==> config.mk <==
export PLATFORM = sky130hd
export DESIGN_NAME = source_packer
export DESIGN_NICKNAME = d
export VERILOG_FILES = /design/src/rtl/source_packer_pkg.sv /design/src/rtl/source_packer_idle_timer.sv /design/src/rtl/source_packer.sv
export SDC_FILE = /design/constraint.sdc
export NUM_CORES = 1
export LEC_CHECK = 0
export CAP_MARGIN = 20
export CORE_ASPECT_RATIO = 1.1
export CORE_MARGIN = 8
export CORE_UTILIZATION = 30
export CTS_CLUSTER_SIZE = 24
export DETAILED_ROUTE_END_ITERATION = 10
export GPL_ROUTABILITY_DRIVEN = 0
export GPL_TIMING_DRIVEN = 0
export HOLD_SLACK_MARGIN = 0.02
export SYNTH_ARGS = -nofsm -noshare
export SYNTH_HDL_FRONTEND = slang
export SYNTH_HIERARCHICAL = 1
export SYNTH_SLANG_ARGS = --single-unit
==> constraint.sdc <==
create_clock -name clk -period 2 [get_ports clk]
set_input_delay 0.3 -clock clk [delete_from_list [all_inputs] [get_ports clk]]
set_output_delay 0.3 -clock clk [all_outputs]
set_load 0.005 [all_outputs]
==> src/rtl/source_packer_pkg.sv <==
// Shared sizing for the host-to-network source word path.
// Word layout is {opcode, charges}, MSB-first, carried as big-endian bytes.
package source_packer_pkg;

    localparam int unsigned OPC_WIDTH        = 3;
    localparam int unsigned NET_NUM_INP      = 2;
    localparam int unsigned NET_CHARGE_WIDTH = 7;
    localparam int unsigned SRC_WIDTH        = OPC_WIDTH + NET_NUM_INP * NET_CHARGE_WIDTH;

    localparam int unsigned BYTE_WIDTH = 8;
    localparam int unsigned SRC_BYTES  = (SRC_WIDTH + BYTE_WIDTH - 1) / BYTE_WIDTH;
    localparam int unsigned SRC_PAD    = SRC_BYTES * BYTE_WIDTH - SRC_WIDTH;

    function automatic int unsigned bytes_for(input int unsigned width);
        return (width + BYTE_WIDTH - 1) / BYTE_WIDTH;
    endfunction

    // A single-byte word still needs a 1-bit index register.
    function automatic int unsigned idx_width(input int unsigned nb);
        return (nb > 1) ? $clog2(nb) : 1;
    endfunction

endpackage

==> src/rtl/source_packer_idle_timer.sv <==
// Idle-cycle counter: runs while enabled, restarts on clear, pulses expire on its last count.
// Shared with the sink-side unpacker.
module idle_timer #(
    parameter int unsigned CYCLES = 4
) (
    input  logic clk,
    input  logic arstn,
    input  logic clear,
    input  logic enable,
    output logic expire
);

    localparam int unsigned CW = $clog2(CYCLES + 1);

    logic [CW-1:0] cnt_q, cnt_d;

    always_comb begin
        expire = enable && !clear && (cnt_q == CW'(CYCLES - 1));
        cnt_d  = cnt_q;
        if (clear || !enable || expire) begin
            cnt_d = '0;
        end else begin
            cnt_d = cnt_q + CW'(1);
        end
    end

    always_ff @(posedge clk or negedge arstn) begin
        if (!arstn) begin
            cnt_q <= '0;
        end else begin
            cnt_q <= cnt_d;
        end
    end

endmodule

==> src/rtl/source_packer.sv <==
// Packs the host byte stream into {opcode, charges} source words for network_source,
// holding one finished word while the next one is being assembled.
module source_packer
    import source_packer_pkg::*;
#(
    parameter int unsigned WORD_WIDTH     = SRC_WIDTH,
    parameter int unsigned TIMEOUT_CYCLES = 0
) (
    input  logic                  clk,
    input  logic                  arstn,
    input  logic                  rx_valid,
    output logic                  rx_ready,
    input  logic [7:0]            rx_data,
    output logic                  src_valid,
    input  logic                  src_ready,
    output logic [WORD_WIDTH-1:0] src,
    output logic                  err_timeout
);

    localparam int unsigned NB = bytes_for(WORD_WIDTH);
    localparam int unsigned IW = idx_width(NB);

    logic [IW-1:0]         idx_q, idx_d;
    logic [WORD_WIDTH-1:0] asm_q, asm_d;
    logic [WORD_WIDTH-1:0] src_q, src_d;
    logic                  src_valid_q, src_valid_d;
    logic [WORD_WIDTH-1:0] full_word;
    logic                  last_byte;
    logic                  accept;
    logic                  expire;

    assign last_byte = (idx_q == IW'(NB - 1));
    // The final byte may only land when the held word is leaving this same cycle.
    assign rx_ready  = !(last_byte && src_valid_q && !src_ready);
    assign accept    = rx_valid && rx_ready;
    // Truncating the concatenation drops the pad bits of the first byte.
    assign full_word = WORD_WIDTH'({asm_q, rx_data});

    always_comb begin
        idx_d       = idx_q;
        asm_d       = asm_q;
        src_d       = src_q;
        src_valid_d = src_valid_q;

        if (src_valid_q && src_ready) begin
            src_valid_d = 1'b0;
        end

        if (accept) begin
            asm_d = full_word;
            if (last_byte) begin
                idx_d       = '0;
                src_d       = full_word;
                src_valid_d = 1'b1;
            end else begin
                idx_d = idx_q + IW'(1);
            end
        end else if (expire) begin
            idx_d = '0;
        end
    end

    always_ff @(posedge clk or negedge arstn) begin
        if (!arstn) begin
            idx_q       <= '0;
            asm_q       <= '0;
            src_q       <= '0;
            src_valid_q <= 1'b0;
        end else begin
            idx_q       <= idx_d;
            asm_q       <= asm_d;
            src_q       <= src_d;
            src_valid_q <= src_valid_d;
        end
    end

    assign src       = src_q;
    assign src_valid = src_valid_q;

    if (TIMEOUT_CYCLES > 0) begin : g_timeout
        logic err_q;

        idle_timer #(
            .CYCLES (TIMEOUT_CYCLES)
        ) u_idle_timer (
            .clk    (clk),
            .arstn  (arstn),
            .clear  (accept),
            .enable (idx_q != '0),
            .expire (expire)
        );

        always_ff @(posedge clk or negedge arstn) begin
            if (!arstn) begin
                err_q <= 1'b0;
            end else begin
                err_q <= expire;
            end
        end

        assign err_timeout = err_q;
    end else begin : g_no_timeout
        assign expire      = 1'b0;
        assign err_timeout = 1'b0;
    end

endmodule

==> results.sh <==
export IMPL_antenna_found_initial=0
export IMPL_final_core_util=0.427
export IMPL_antenna_cells=0
export IMPL_cts_hold_buf=0
export IMPL_cts_sinks=29
export IMPL_crit_slowest_cell="clkdlybuf4s50_1"
export IMPL_synth_area_per_cell_um2=16.7
export IMPL_cpMostUsedCell="clkdlybuf4s50_1"
export IMPL_cts_made_buffers=5
export IMPL_initial_core_util=0.306
export IMPL_slew_headroom=0.504
export IMPL_clock_path_buffers=2
export IMPL_setup_violations=0
export IMPL_netlist_area_um2=1190
export IMPL_synth_top_area_frac=0.612
export IMPL_pre_cts_slack_ns=0.0618
export IMPL_core_area_um2=3870
export IMPL_outcome="finished clean"
export IMPL_routed_wl_um=2360
export IMPL_final_common_cell="clkdlybuf4s50_1"
export IMPL_cts_tree="yes"
export IMPL_overflow=0
export IMPL_final_cell_mix="30 x clkdlybuf4s50_1, 29 x dfrtp_1, 16 x mux2_2, 10 x mux2_4, 6 x clkbuf_8"
export IMPL_slew_viol_final=0
export IMPL_syn_to_final_growth_pct=39.3
export IMPL_die_y_um=81.9
export IMPL_post_cts_buffers=0
export IMPL_drive_gt1_frac=0.376
export IMPL_cp_max_fo=2
export IMPL_yosysTopAreaCell="dfrtp_1"
export IMPL_cts_resized=0
export IMPL_grt_pass1_vias=757
export IMPL_grt_first_pass_wirelength_um=3950
export IMPL_wire_per_inst_um=14.6
export IMPL_startpoint_type="primary input"
export IMPL_fin_ws_ns=0.254
export IMPL_hpwlAfterDp_um=1830
export IMPL_fmax_mhz=573
export IMPL_power_density_nw_per_um2=1370
export IMPL_period_needed_ns=1.75
export IMPL_max_cap_violations=0
export IMPL_synth_edf_count=0
export IMPL_grt_max_degree=17
export IMPL_yosys_register_bits=29
export IMPL_fin_setup_tns_ns=0
export IMPL_ir_drop_mv=0.418
export IMPL_final_hold_viol_count=0
export IMPL_p_switching_w=0.000565
export IMPL_die_width_um=76.0
export IMPL_cp_arrival_ns=1.45
export IMPL_synthFlopType="dfrtp_1"
export IMPL_ys_seq_area_frac=0.612
export IMPL_yosysWarnings=6
export IMPL_power_frac_comb=0.371
export IMPL_cpPeakStageDelay_ns=0.52
export IMPL_clkTransAtPathRegs_ns=0.06
export IMPL_synthCells=71
export IMPL_ios=32
export IMPL_die_area_um2=6220
export IMPL_finalCritPeriodShare=0.873
export IMPL_drc=0
export IMPL_path_cells="clkdlybuf4s50_1, nand4bb_1, clkdlybuf4s50_1"
export IMPL_crit_path_end_kind="primary output"
export IMPL_clkPwrFrac=0.207
export IMPL_antenna_left=0
export IMPL_cts_root_buf="clkbuf_8"
export IMPL_placementRows=24
export IMPL_layout_nets=121
export IMPL_share_seq_of_total_power=0.422
export IMPL_worstMarginPinSlew_ns=0.741
export IMPL_synth_cell_types=18
export IMPL_firstDrtPassIters=4
export IMPL_vias=695
export IMPL_hp_class="primary input to async pin"
export IMPL_finClkSkew_ns=0.00357
export IMPL_cellLeakagePower_nw=0.711
export IMPL_swShare=0.250
export IMPL_vias_per_cell=4.32
export IMPL_synth_nets=83
export IMPL_worstSetupPathType="primary input to primary output"
export IMPL_port_buffers=30
export IMPL_worstPathRequired_ns=1.70
export IMPL_synth_area_leaders="dfrtp_1 61%, mux2_2 15%, mux2_4 13%"
export IMPL_rsz0062_at_grt="false"
export IMPL_intPower_w=0.00169
export IMPL_first_iter_violations=21
export IMPL_htreeDepth=2
export IMPL_async_flop_share=1.00
export IMPL_grt_usage=0.0828
export IMPL_clk_latency_ns=0.27
==> path summary, 6_finish.rpt <==
check,startpoint,end,slack (ns),depth (start not counted)
max in group asynchronous,arstn,src[15],0.98,2
min,arstn,src[13],0.47,1
max reg2reg,idx_q[0],src[14],0.53,5
min in group clk,asm_q[2],asm_q[2],0.50,1
min reg2reg,asm_q[2],asm_q[2],0.50,1
max,src_ready,rx_ready,0.25,3
==> cells in the mapped netlist (2+ instances only) <==
| cell type | instances |
|---|---|
| dfrtp_1 | 29 |
| nand2_1 | 2 |
| mux2_4 | 10 |
| mux2_2 | 16 |
==> flip-flops by register name, indices dropped and copies added, names as in the netlist <==
signal	cells
asm_q	9
idx_q	2
src	17
src_valid	1
==> stage by stage <==
step / hold slack [ns] / std cells / instance area, µm² / total power, W
floorplan: 0.00441 / 71 / 1190 / 0.00132
global placement: 0.480 / 153 / 1550 / 0.00179
detailed placement: 0.487 / 154 / 1570 / 0.00182
CTS: 0.485 / 161 / 1650 / 0.00231
global route: 0.515 / 161 / 1650 / 0.00241
finish: 0.472 / 161 / 1650 / 0.00226
==> power by group through the flow <==
stage          Sequential (W)  Clock [W]  Combinational (W)
2_1_floorplan        0.000949          0           0.000375
3_3_place_gp         0.000948          0           0.000842
3_5_place_dp         0.000966          0           0.000859
4_1_cts              0.000959   0.000487           0.000860
5_1_grt              0.000987   0.000518           0.000902
6_report             0.000954   0.000467           0.000838
==> cell families after synthesis <==
family | synth area share
AO/OA/AOI/OAI | 0.0127
buffers and inverters | 0.0359
flip-flops | 0.612
multiplexers | 0.278
other | 0.00316
AND/OR/NAND/NOR | 0.0580
==> worst max-delay path: cells and delay by family <==
kind                   cells  cell delay (ns)
AND/OR/NAND/NOR            1             0.16
buffers and inverters      2             0.98
==> routing by layer <==
| metal | track usage | part of all wire | up-vias | wire length [µm] |
|---|---|---|---|---|
| li1 | - | - | 315 | - |
| met1 | 0.0831 | 0.40 | 354 | 932 |
| met2 | 0.143 | 0.53 | 21 | 1250 |
| met3 | 0.0339 | 0.054 | 5 | 128 |
| met4 | 0.0529 | 0.020 | 0 | 48 |
| met5 | 0 | 0 | - | 0 |
==> layout make-up <==
type | count | area [µm²]
Clock buffer | 7 | 86.3
Fill cell | 352 | 2220
Inverter | 1 | 3.75
Sequential cell | 29 | 726
Timing Repair Buffer | 31 | 315
Tap cell | 52 | 65.1
Buffer | 3 | 38.8
Multi-Input combinational cell | 38 | 418
Note: power is estimated with default switching activity, not from simulation.
